$ cat src/rtl/dcfeb_ring_pkg.sv
// Shared definitions for the DCFEB ring-readout path: transfer handshake
// state encoding, default widths and the TMR majority voter.
package dcfeb_ring_pkg;

  typedef enum logic [1:0] {
    IDLE = 2'd0,
    PEND = 2'd1,
    BUSY = 2'd2
  } l1a_state_e;

  localparam int AW_DEF = 9;
  localparam int NW_DEF = 12;

  // Bitwise 2-of-3 vote; callers loop over the bits of wider values.
  function automatic logic maj3(input logic a, input logic b, input logic c);
    return (a & b) | (a & c) | (b & c);
  endfunction

endpackage

$ cat src/rtl/l1a_ring_sched_if.sv
// Bus between the trigger/transfer logic and l1a_ring_sched.
// master: trigger input logic + ring-transfer FSM; slave: the scheduler.
interface l1a_ring_sched_if
  import dcfeb_ring_pkg::*;
#(
  parameter int AW = AW_DEF,
  parameter int NW = NW_DEF
);
  logic          L1A;
  logic [AW-1:0] RING_WADDR;
  logic [AW-1:0] L1A_DLY;
  logic          LD_ADDR;
  logic          NXT_L1A;
  logic          L1A_BUF_MT;
  logic          L1A_BUF_FULL;
  logic [AW-1:0] RD_ADDR;
  logic [NW-1:0] L1A_NUM;
  logic [NW-1:0] L1A_CNT;
  logic          OVFL;
  logic          PROT_ERR;

  modport master (
    output L1A, RING_WADDR, L1A_DLY, LD_ADDR, NXT_L1A,
    input  L1A_BUF_MT, L1A_BUF_FULL, RD_ADDR, L1A_NUM, L1A_CNT, OVFL, PROT_ERR
  );

  modport slave (
    input  L1A, RING_WADDR, L1A_DLY, LD_ADDR, NXT_L1A,
    output L1A_BUF_MT, L1A_BUF_FULL, RD_ADDR, L1A_NUM, L1A_CNT, OVFL, PROT_ERR
  );

endinterface

$ cat src/rtl/l1a_sched_fifo.sv
// L1A entry storage: DEPTH x {ring start address, L1A number} circular
// buffer with write/read pointers and a registered head entry.
// Optional macro L1A_SCHED_TMR_EN triplicates the pointers (storage and
// head register stay single).
module l1a_sched_fifo
  import dcfeb_ring_pkg::*;
#(
  parameter int DEPTH = 8,
  parameter int AW    = AW_DEF,
  parameter int NW    = NW_DEF
) (
  input  logic          CLK,
  input  logic          RST_N,
  input  logic          push_i,
  input  logic          pop_i,
  input  logic [AW-1:0] waddr_i,
  input  logic [NW-1:0] wnum_i,
  output logic [AW-1:0] rd_addr_o,
  output logic [NW-1:0] l1a_num_o
);

  localparam int LG = $clog2(DEPTH);
`ifdef L1A_SCHED_TMR_EN
  localparam int NR = 3;
`else
  localparam int NR = 1;
`endif

  logic [LG-1:0]    wr_q [NR];
  logic [LG-1:0]    rd_q [NR];
  logic [LG-1:0]    wr_v, rd_v, wr_d, rd_d;
  logic [AW+NW-1:0] mem_q [DEPTH];
  logic [AW+NW-1:0] head_q, head_d, wdata;

  assign wdata = {waddr_i, wnum_i};

  // Resolve the pointer copies into one working value
  always_comb begin
    wr_v = wr_q[0];
    rd_v = rd_q[0];
`ifdef L1A_SCHED_TMR_EN
    for (int b = 0; b < LG; b++) begin
      wr_v[b] = maj3(wr_q[0][b], wr_q[1][b], wr_q[2][b]);
      rd_v[b] = maj3(rd_q[0][b], rd_q[1][b], rd_q[2][b]);
    end
`endif
  end

  // Next pointers and head; a push landing in the next read slot bypasses storage
  always_comb begin
    wr_d   = push_i ? wr_v + LG'(1) : wr_v;
    rd_d   = pop_i  ? rd_v + LG'(1) : rd_v;
    head_d = (push_i && (wr_v == rd_d)) ? wdata : mem_q[rd_d];
  end

  // Every pointer copy reloads from the voted next value
  always_ff @(posedge CLK or negedge RST_N) begin
    if (!RST_N) begin
      for (int i = 0; i < NR; i++) begin
        wr_q[i] <= '0;
        rd_q[i] <= '0;
      end
    end else begin
      for (int i = 0; i < NR; i++) begin
        wr_q[i] <= wr_d;
        rd_q[i] <= rd_d;
      end
    end
  end

  // Entry storage; contents are meaningless until written
  always_ff @(posedge CLK) begin
    if (push_i) mem_q[wr_v] <= wdata;
  end

  // Registered head entry presented to the transfer FSM
  always_ff @(posedge CLK or negedge RST_N) begin
    if (!RST_N) head_q <= '0;
    else        head_q <= head_d;
  end

  assign rd_addr_o = head_q[AW+NW-1:NW];
  assign l1a_num_o = head_q[NW-1:0];

endmodule

$ cat src/rtl/l1a_ring_sched.sv
// L1A ring-readout scheduler: captures accepted L1As with their ring start
// address, queues them, and hands the oldest to the ring-transfer FSM via
// the LD_ADDR / NXT_L1A handshake.
// Optional macro L1A_SCHED_TMR_EN triplicates occupancy, state, L1A counter
// and flags; outputs are the voted values.
module l1a_ring_sched
  import dcfeb_ring_pkg::*;
#(
  parameter int DEPTH = 8,
  parameter int AW    = AW_DEF,
  parameter int NW    = NW_DEF
) (
  input  logic            CLK,
  input  logic            RST_N,
  l1a_ring_sched_if.slave bus
);

  localparam int LG = $clog2(DEPTH);
  localparam logic [LG:0] FULL_CNT = (LG+1)'(DEPTH);
`ifdef L1A_SCHED_TMR_EN
  localparam int NR = 3;
`else
  localparam int NR = 1;
`endif

  typedef struct packed {
    logic          prot;
    logic          ovfl;
    logic          full;
    logic          mt;
    logic [NW-1:0] num;
    l1a_state_e    st;
    logic [LG:0]   cnt;
  } ctl_t;

  localparam ctl_t CTL_RST = '{prot: 1'b0, ovfl: 1'b0, full: 1'b0, mt: 1'b1,
                               num: '0, st: IDLE, cnt: '0};

  ctl_t          ctl_q [NR];
  ctl_t          ctl_v, ctl_d;
  logic          full_now, pop, push;
  logic [AW-1:0] start_addr;
  logic [AW-1:0] rd_addr;
  logic [NW-1:0] l1a_num;

  // Ring sample the trigger refers to, modulo the ring size
  assign start_addr = bus.RING_WADDR - bus.L1A_DLY;

  // Resolve the control copies into one working value
  always_comb begin
    ctl_v = ctl_q[0];
`ifdef L1A_SCHED_TMR_EN
    for (int b = 0; b < $bits(ctl_t); b++) begin
      ctl_v[b] = maj3(ctl_q[0][b], ctl_q[1][b], ctl_q[2][b]);
    end
`endif
  end

  // Handshake FSM, occupancy, L1A numbering and sticky flags
  always_comb begin
    ctl_d    = ctl_v;
    full_now = (ctl_v.cnt == FULL_CNT);
    pop      = bus.NXT_L1A && (ctl_v.st == BUSY);
    push     = bus.L1A && (!full_now || pop);

    if (push && !pop)      ctl_d.cnt = ctl_v.cnt + (LG+1)'(1);
    else if (pop && !push) ctl_d.cnt = ctl_v.cnt - (LG+1)'(1);

    // Numbering follows every trigger, kept or dropped
    if (bus.L1A)          ctl_d.num  = ctl_v.num + NW'(1);
    if (bus.L1A && !push) ctl_d.ovfl = 1'b1;
    if ((bus.LD_ADDR && (ctl_v.st != PEND)) || (bus.NXT_L1A && (ctl_v.st != BUSY)))
      ctl_d.prot = 1'b1;

    case (ctl_v.st)
      IDLE:    if (ctl_d.cnt != '0) ctl_d.st = PEND;
      PEND:    if (bus.LD_ADDR)     ctl_d.st = BUSY;
      BUSY:    if (pop)             ctl_d.st = (ctl_d.cnt != '0) ? PEND : IDLE;
      default: ctl_d.st = IDLE;
    endcase

    ctl_d.mt   = (ctl_d.cnt == '0);
    ctl_d.full = (ctl_d.cnt == FULL_CNT);
  end

  // Control state register; all copies reload from the voted next value
  always_ff @(posedge CLK or negedge RST_N) begin
    if (!RST_N) begin
      for (int i = 0; i < NR; i++) ctl_q[i] <= CTL_RST;
    end else begin
      for (int i = 0; i < NR; i++) ctl_q[i] <= ctl_d;
    end
  end

  l1a_sched_fifo #(
    .DEPTH (DEPTH),
    .AW    (AW),
    .NW    (NW)
  ) u_fifo (
    .CLK       (CLK),
    .RST_N     (RST_N),
    .push_i    (push),
    .pop_i     (pop),
    .waddr_i   (start_addr),
    .wnum_i    (ctl_v.num),
    .rd_addr_o (rd_addr),
    .l1a_num_o (l1a_num)
  );

  assign bus.L1A_BUF_MT   = ctl_v.mt;
  assign bus.L1A_BUF_FULL = ctl_v.full;
  assign bus.L1A_CNT      = ctl_v.num;
  assign bus.OVFL         = ctl_v.ovfl;
  assign bus.PROT_ERR     = ctl_v.prot;
  assign bus.RD_ADDR      = rd_addr;
  assign bus.L1A_NUM      = l1a_num;

endmodule
$ cat src/flat_wrapper.sv
// flat-port wrapper written by rule: the top's interface ports become plain ports
module l1a_ring_sched_flat import dcfeb_ring_pkg::*;
#(
  parameter int DEPTH = 8,
  parameter int AW    = AW_DEF,
  parameter int NW    = NW_DEF
)
  (CLK, RST_N, bus_L1A, bus_RING_WADDR, bus_L1A_DLY, bus_LD_ADDR, bus_NXT_L1A, bus_L1A_BUF_MT, bus_L1A_BUF_FULL, bus_RD_ADDR, bus_L1A_NUM, bus_L1A_CNT, bus_OVFL, bus_PROT_ERR);
  l1a_ring_sched_if #(.AW(AW), .NW(NW)) bus_i ();
  input  logic CLK;
  input  logic RST_N;
  input wire logic [$bits(bus_i.L1A)-1:0] bus_L1A;
  input wire logic [$bits(bus_i.RING_WADDR)-1:0] bus_RING_WADDR;
  input wire logic [$bits(bus_i.L1A_DLY)-1:0] bus_L1A_DLY;
  input wire logic [$bits(bus_i.LD_ADDR)-1:0] bus_LD_ADDR;
  input wire logic [$bits(bus_i.NXT_L1A)-1:0] bus_NXT_L1A;
  output wire logic [$bits(bus_i.L1A_BUF_MT)-1:0] bus_L1A_BUF_MT;
  output wire logic [$bits(bus_i.L1A_BUF_FULL)-1:0] bus_L1A_BUF_FULL;
  output wire logic [$bits(bus_i.RD_ADDR)-1:0] bus_RD_ADDR;
  output wire logic [$bits(bus_i.L1A_NUM)-1:0] bus_L1A_NUM;
  output wire logic [$bits(bus_i.L1A_CNT)-1:0] bus_L1A_CNT;
  output wire logic [$bits(bus_i.OVFL)-1:0] bus_OVFL;
  output wire logic [$bits(bus_i.PROT_ERR)-1:0] bus_PROT_ERR;
  assign bus_i.L1A = bus_L1A;
  assign bus_i.RING_WADDR = bus_RING_WADDR;
  assign bus_i.L1A_DLY = bus_L1A_DLY;
  assign bus_i.LD_ADDR = bus_LD_ADDR;
  assign bus_i.NXT_L1A = bus_NXT_L1A;
  assign bus_L1A_BUF_MT = bus_i.L1A_BUF_MT;
  assign bus_L1A_BUF_FULL = bus_i.L1A_BUF_FULL;
  assign bus_RD_ADDR = bus_i.RD_ADDR;
  assign bus_L1A_NUM = bus_i.L1A_NUM;
  assign bus_L1A_CNT = bus_i.L1A_CNT;
  assign bus_OVFL = bus_i.OVFL;
  assign bus_PROT_ERR = bus_i.PROT_ERR;
  l1a_ring_sched #(.DEPTH(DEPTH), .AW(AW), .NW(NW)) u_core (.CLK(CLK), .RST_N(RST_N), .bus(bus_i));
endmodule
$ cat config.mk
export PLATFORM = sky130hd
export DESIGN_NAME = l1a_ring_sched_flat
export DESIGN_NICKNAME = d
export VERILOG_FILES = /design/src/rtl/dcfeb_ring_pkg.sv /design/src/rtl/l1a_ring_sched_if.sv /design/src/rtl/l1a_sched_fifo.sv /design/src/rtl/l1a_ring_sched.sv /design/src/flat_wrapper.sv
export SDC_FILE = /design/constraint.sdc
export NUM_CORES = 1
export LEC_CHECK = 0
export ABC_AREA = 1
export BUFFER_PORTS_ARGS = -buffer_cell sky130_fd_sc_hd__buf_2
export CORE_MARGIN = 5
export CORE_UTILIZATION = 65
export CTS_BUF_LIST = sky130_fd_sc_hd__clkbuf_8
export DETAILED_ROUTE_END_ITERATION = 16
export GPL_TIMING_DRIVEN = 0
export PLACE_DENSITY = 0.84
export SLEW_MARGIN = 30
export SYNTH_ARGS = -nofsm -noshare
export SYNTH_HDL_FRONTEND = slang
export SYNTH_SLANG_ARGS = --single-unit
$ cat constraint.sdc
create_clock -name CLK -period 7.1 [get_ports CLK]
set_input_delay 1.775 -clock CLK [delete_from_list [all_inputs] [get_ports CLK]]
set_output_delay 1.775 -clock CLK [all_outputs]
set_load 0.01 [all_outputs]
==> results of run 1 <==
-- registers in the layout, indices dropped and copies added, names as in the netlist --
register	count
u_core.u_fifo.wr_q	3
u_core.bus.L1A_CNT	12
u_core.u_fifo.rd_q	3
u_core.u_fifo.head_q	21
u_core.ctl_q	6
u_core.bus.OVFL	1
u_core.bus.L1A_BUF_FULL	1
u_core.u_fifo.mem_q	168
u_core.bus.L1A_BUF_MT	1
u_core.bus.PROT_ERR	1
-- cells by family after synthesis --
group / Yosys count
and+or+nand+nor: 493
AOI/OAI and AO/OA: 20
buffers and inverters: 232
adders and majority gates: 14
xor gates and xnor gates: 18
DFF: 217
-- synth_stat cells --
cell type	instances
a21o_1	1
a21oi_1	7
and2_1	1
buf_2	19
buf_4	15
buf_6	6
clkbuf_1	12
dfrtp_1	48
dfstp_2	1
edfxtp_1	168
fa_1	1
ha_1	13
inv_1	180
nand2_1	225
nand2_2	2
nand3_1	187
nand3_2	1
nand3_4	1
nand3b_1	43
nand4_1	3
nor2_1	24
nor2_2	1
nor2_4	1
nor3_1	2
o21ai_0	9
o21ai_2	1
o21bai_1	2
or2_2	2
xnor2_1	6
xor2_1	12
-- layer usage --
metal,track usage (%),vias to the layer above,share of wire [%]
met4,13.4,0,3.9
met1,35.9,3425,36
met5,0,-,0
li1,-,3444,-
met2,43.0,501,47
met3,9.53,101,14
-- tightest hold or removal path, delay by kind of cell, from the launching register on --
family	cells	cell delay (ns)
AO/OA/AOI/OAI	2	0.10
flip-flops	1	0.34
-- area by class of cell --
type / instances / area share [%]
flip-flops and latches: 217 / 54.5
clock inverters: 27 / 1.53
clock buffers: 37 / 4.42
multi-input cells: 545 / 24.4
repair buffers: 66 / 4.46
well taps: 188 / 2.04
inverters: 180 / 5.87
plain buffers: 52 / 2.78
-- power groups by stage --
stage	clock (mW)	sequential [mW]	combinational, mW
floorplan	0	1.90	1.17
global placement	0	1.90	1.72
detailed placement	0	1.91	1.87
CTS	1.06	1.88	1.89
global route	1.12	1.92	2.11
finish	1.05	1.89	1.93
-- final timing paths --
path                                                   endpoint  slack [ns]  cells past startpoint
setup reg to reg           u_core.u_fifo.mem_q[6][15]$_DFFE_PP_        4.79                      8
setup / recovery             u_core.u_fifo.head_q[16]$_DFF_PN0_        3.76                      7
hold / removal                  u_core.bus.PROT_ERR$_DFFE_PN0P_        0.48                      2
hold reg to reg                 u_core.bus.PROT_ERR$_DFFE_PN0P_        0.48                      2
max in group asynchronous    u_core.u_fifo.head_q[11]$_DFF_PN0_        5.35                      1
min in group asynchronous    u_core.u_fifo.head_q[19]$_DFF_PN0_        1.28                      1
-- per-stage QoR --
step / instances / setup WS, ns / power [mW] / utilization (%) / cell area [µm²]
finish: 1312 / 3.76 / 4.87 / 76.0 / 11500
global route: 1312 / 3.70 / 5.14 / 76.0 / 11500
CTS: 1312 / 3.83 / 4.84 / 76.0 / 11500
detailed placement: 1248 / 3.27 / 3.78 / 71.5 / 10800
global placement: 1240 / 2.23 / 3.62 / 69.6 / 10500
floorplan: 994 / 3.46 / 3.07 / - / 10000
==> results.sh, run 1 <==
export IMPL_cp_max_fo=9
export IMPL_required_ns=7.56
export IMPL_critPathTopFamily="adder cells"
export IMPL_yosysTopAreaCell="edfxtp_1"
export IMPL_crit_start="bus_L1A_DLY[0]"
export IMPL_final_cell_mix="nand2_1, inv_1, nand3_1"
export IMPL_nFillCells=960
export IMPL_slowest_delay_ns=0.62
export IMPL_area_growth_syn_to_layout_pct=14.9
export IMPL_power_leakage_nw=5.31
export IMPL_fin_crit_sh_pct=47.0
export IMPL_maxCapViolations=0
export IMPL_swShare_pct=40.2
export IMPL_post_cts_buffers=0
export IMPL_r2r_start="u_core.ctl_q[0]$_DFF_PN0_"
export IMPL_critPathArrivalTime_ns=3.80
export IMPL_synth_area_um2=10000
export IMPL_cp_end_kind="register"
export IMPL_cpMaxStageDelayCell="xor2_1"
export IMPL_drv_slew=0
export IMPL_synth_seq_cells=217
export IMPL_via_count=7471
export IMPL_status="finished clean"
export IMPL_p_comb_share_pct=39.7
export IMPL_syn_inst=994
export IMPL_seqCellArea_um2=6270
export IMPL_post_cts_resize_count=0
export IMPL_grt_pass1_vias=7380
export IMPL_internal_power_mw=2.91
export IMPL_antenna_cells=0
export IMPL_coreArea_um2=15100
export IMPL_start_util_pct=66.1
export IMPL_synthTopCellsByArea="edfxtp_1, dfrtp_1, nand3_1"
export IMPL_clock_path_buffers=3
export IMPL_portBuffers=58
export IMPL_synthAdderAreaFrac_pct=1.82
export IMPL_cts_tree="built"
export IMPL_fp_dieW_um=134
export IMPL_htree_levels=2
export IMPL_grt_max_degree=50
export IMPL_drtPass1Iterations=6
export IMPL_finClkSkew_ns=0.0230
export IMPL_synth_top_area_share_pct=50.4
export IMPL_setup_violations=0
export IMPL_max_clock_freq_mhz=300
export IMPL_wl_per_cell_um=18.6
export IMPL_layout_drive_gt1_share_pct=15.4
export IMPL_final_common_cell="nand2_1"
export IMPL_rsz0062_at_grt="false"
export IMPL_drc=0
export IMPL_synth_nets=1031
export IMPL_antenna_found_initial=0
export IMPL_critPathLaunchType="primary input"
export IMPL_cts_buffers=35
export IMPL_synth_mux_area_share_pct=0
export IMPL_fp_dieH_um=134
export IMPL_synth_compound_area_share_pct=1.11
export IMPL_dp_hpwl_um=15300
export IMPL_grt_total_usage_pct=27.9
export IMPL_hold_buffers=0
export IMPL_min_from="u_core.bus.PROT_ERR$_DFFE_PN0P_"
export IMPL_sequentialPowerShare_pct=38.8
export IMPL_insertion_delay_ns=0.54
export IMPL_yosysUniqueCellTypes=30
export IMPL_grt_pass1_wl_um=38400
export IMPL_cts_clk_slew_worst_paths_ns=0.06
export IMPL_worst_slew_pin_slew_ns=0.729
export IMPL_design_die_area_um2=18000
export IMPL_crit_chain="buf_2 -> ha_1 -> fa_1 -> o21ai_0 -> xor2_1 -> nand3_1 -> nand2_1"
export IMPL_clock_sinks=217
export IMPL_slew_headroom_pct=51.0
export IMPL_peakVddDrop_mv=0.196
export IMPL_final_setup_tns_ns=0
export IMPL_hold_violations=0
export IMPL_syn_avg_cell_area_um2=10.1
export IMPL_ys_seq_area_share_pct=62.6
export IMPL_drt_iter0_markers=939
export IMPL_fp_row_count=45
export IMPL_fin_crit_ns=3.34
export IMPL_synth_top_family_by_area="simple AND/OR/NAND/NOR gates"
export IMPL_cts_root_buf="clkbuf_8"
export IMPL_ant_nets=0
export IMPL_hp_class="reg2reg"
export IMPL_place_gp_congestion=0.857
export IMPL_route_final_wire_length_um=24500
export IMPL_crit_type="in2reg"
export IMPL_whs_ns=0.483
export IMPL_grt_remaining_overflow=0
export IMPL_p_clk_share_pct=21.6
export IMPL_critPathBufInv=1
export IMPL_ys_warnings_count=0
export IMPL_cellPowerDensity_nw_per_um2=423
export IMPL_multi_input_area_um2=2810
export IMPL_synthSimpleGateAreaFrac_pct=22.9
export IMPL_final_nets=1134
export IMPL_p_sw_mw=1.96
export IMPL_yosys_area_share_xor_xnor_pct=1.57
export IMPL_ios=60
export IMPL_via_per_inst=5.69
No activity file was read; power rests on OpenSTA's default activity.
==> run 2: changes to the inputs <==
--- a/config.mk
+++ b/config.mk
@@ -8,11 +8,11 @@
 export ABC_AREA = 1
 export BUFFER_PORTS_ARGS = -buffer_cell sky130_fd_sc_hd__buf_2
 export CORE_MARGIN = 5
-export CORE_UTILIZATION = 65
+export CORE_UTILIZATION = 63
 export CTS_BUF_LIST = sky130_fd_sc_hd__clkbuf_8
 export DETAILED_ROUTE_END_ITERATION = 16
 export GPL_TIMING_DRIVEN = 0
-export PLACE_DENSITY = 0.84
+export PLACE_DENSITY = 0.82
 export SLEW_MARGIN = 30
 export SYNTH_ARGS = -nofsm -noshare
 export SYNTH_HDL_FRONTEND = slang
==> constraint.sdc (replaced) <==
create_clock -name CLK -period 3.2 [get_ports CLK]
set_input_delay 0.8 -clock CLK [delete_from_list [all_inputs] [get_ports CLK]]
set_output_delay 0.8 -clock CLK [all_outputs]
set_load 0.01 [all_outputs]
==> run 2 against run 1 <==
  * Hold slack lost 0.17 ns
  * Register-to-register slack lost 4.0 ns
  * Final cell count grew 2.3%
  * Clock skew shrank 0.0012 ns
  * Utilization shrank 2.9 points
  * Sequential cell count is the same
  * Largest cell class unchanged
==> results.sh, run 2 (same netlist as run 1, synthesis figures left out) <==
export IMPL_slew_headroom_pct=52.9
export IMPL_fin_crit_sh_pct=76.4
export IMPL_grt_total_usage_pct=26.3
export IMPL_design_die_area_um2=18500
export IMPL_clock_sinks=217
export IMPL_ios=60
export IMPL_dp_slack_ns=0.344
export IMPL_post_cts_buffers=0
export IMPL_finalWorstSetupSlack_ns=0.754
export IMPL_status="finished clean"
export IMPL_nFillCells=1099
export IMPL_maxCapViolations=0
export IMPL_cts_tree="built"
export IMPL_ant_nets=0
export IMPL_power_leakage_nw=5.32
export IMPL_dp_cells=1276
export IMPL_via_per_inst=5.50
export IMPL_place_gp_congestion=0.869
export IMPL_fp_dieH_um=136
export IMPL_final_common_cell="nand2_1"
export IMPL_peakVddDrop_mv=0.483
export IMPL_area_growth_syn_to_layout_pct=15.1
export IMPL_portBuffers=58
export IMPL_cp_end_kind="register"
export IMPL_layout_drive_gt1_share_pct=15.5
export IMPL_final_nets=1135
export IMPL_cts_root_buf="clkbuf_8"
export IMPL_drtPass1Iterations=6
export IMPL_post_cts_resize_count=0
export IMPL_antenna_cells=0
export IMPL_required_ns=3.41
export IMPL_cellPowerDensity_nw_per_um2=931
export IMPL_dp_hpwl_um=15100
export IMPL_crit_type="reg2reg"
export IMPL_critPathLaunchType="register"
export IMPL_largest_register_ffs=168
export IMPL_grt_max_degree=50
export IMPL_worst_slew_pin_slew_ns=0.706
export IMPL_drc=0
export IMPL_route_final_wire_length_um=23800
export IMPL_drt_iter0_markers=1003
export IMPL_fp_dieW_um=136
export IMPL_hold_buffers=0
export IMPL_stdcell_count=1342
export IMPL_cts_clk_slew_worst_paths_ns=0.06
export IMPL_cts_buffers=36
export IMPL_htree_levels=2
export IMPL_grt_pass1_wl_um=36900
export IMPL_antenna_found_initial=0
export IMPL_clock_path_buffers=3
export IMPL_hp_class="in2async"
export IMPL_top_register="u_core.u_fifo.mem_q"
export IMPL_drv_slew=0
export IMPL_final_setup_tns_ns=0
export IMPL_wl_per_cell_um=17.7
export IMPL_fp_row_count=46
export IMPL_fin_crit_ns=2.45
export IMPL_final_cell_mix="nand2_1, inv_1, nand3_1"
export IMPL_coreArea_um2=15800
export IMPL_max_clock_freq_mhz=409
export IMPL_cp_max_fo=11
export IMPL_grt_pass1_vias=7095
export IMPL_critPathArrivalTime_ns=2.66
export IMPL_via_count=7380
export IMPL_grt_remaining_overflow=0
export IMPL_hold_violations=0
export IMPL_setup_violations=0
export IMPL_rsz0062_at_grt="false"
export IMPL_insertion_delay_ns=0.53
export IMPL_finalCoreUtilization_pct=73.2
export IMPL_finClkSkew_ns=0.0219
export IMPL_start_util_pct=63.5
## run 2: changes by cell type in the layout (fill, tap and decap cells not counted), moves of 2 or more
| cell | before | now |
|---|---|---|
| buf_16 | 8 | 5 |
| clkinv_2 | 6 | 4 |
| bufinv_16 | 2 | 0 |
| clkinvlp_4 | 4 | 1 |
| clkbuf_8 | 37 | 45 |
| buf_8 | 0 | 3 |
## run 2: stage by stage
step           total power, mW  area (µm²)  hold slack, ns
6_report                  10.7       11500           0.313
2_1_floorplan             6.80       10000           0.493
3_5_place_dp              8.32       10800           0.442
4_1_cts                   10.7       11500           0.329
5_1_grt                   11.4       11500           0.368
3_3_place_gp              8.01       10600           0.434
## run 2: layout make-up
type	count	area [µm²]	share of cell area, %
sequential	217	6270	54.4
multi-input combinational	545	2810	24.4
inverter	180	676	5.86
clock buffer	45	619	5.37
timing repair buffer	66	475	4.12
buffer	52	320	2.78
tap	216	270	2.34
clock inverter	21	92.6	0.803
## run 2: worst max-delay path, stage by stage, from the launching register on
cell and delay, ns:
dfrtp_1 0.39, inv_1 0.10, ha_1 0.23, nand3_1 0.11
nor2_1 0.10, nor2_4 0.16, nand2_1 0.30, nor2_4 0.49
buf_8 0.23
## run 2: path summary, 6_finish.rpt
| check | start | slack (ns) | cells after the start | to |
|---|---|---|---|---|
| max in group asynchronous | RST_N | 2.40 | 1 | u_core.u_fifo.head_q[9]$_DFF_PN0_ |
| max reg2reg | u_core.ctl_q[0]$_DFF_PN0_ | 0.75 | 8 | u_core.u_fifo.mem_q[4][11]$_DFFE_PP_ |
| max | u_core.ctl_q[0]$_DFF_PN0_ | 0.75 | 8 | u_core.u_fifo.mem_q[4][11]$_DFFE_PP_ |
| min | RST_N | 0.31 | 1 | u_core.ctl_q[3]$_DFF_PN0_ |
| min reg2reg | u_core.bus.OVFL$_DFFE_PN0P_ | 0.45 | 1 | u_core.bus.OVFL$_DFFE_PN0P_ |
| min in group CLK | u_core.bus.OVFL$_DFFE_PN0P_ | 0.45 | 1 | u_core.bus.OVFL$_DFFE_PN0P_ |
## run 2: metal layers
layer | GRT usage (%) | vias to the layer above | part of all wire (%)
li1 | - | 3436 | -
met5 | 0 | - | 0
met1 | 37.2 | 3406 | 39
met3 | 4.55 | 86 | 11
met4 | 12.3 | 0 | 3.4
met2 | 40.3 | 452 | 46
## run 2: where the power goes
part	internal [mW]	total (mW)	switching, mW
sequential	3.81	4.19	0.378
clock	1.27	2.35	1.08
combinational	1.38	4.20	2.82
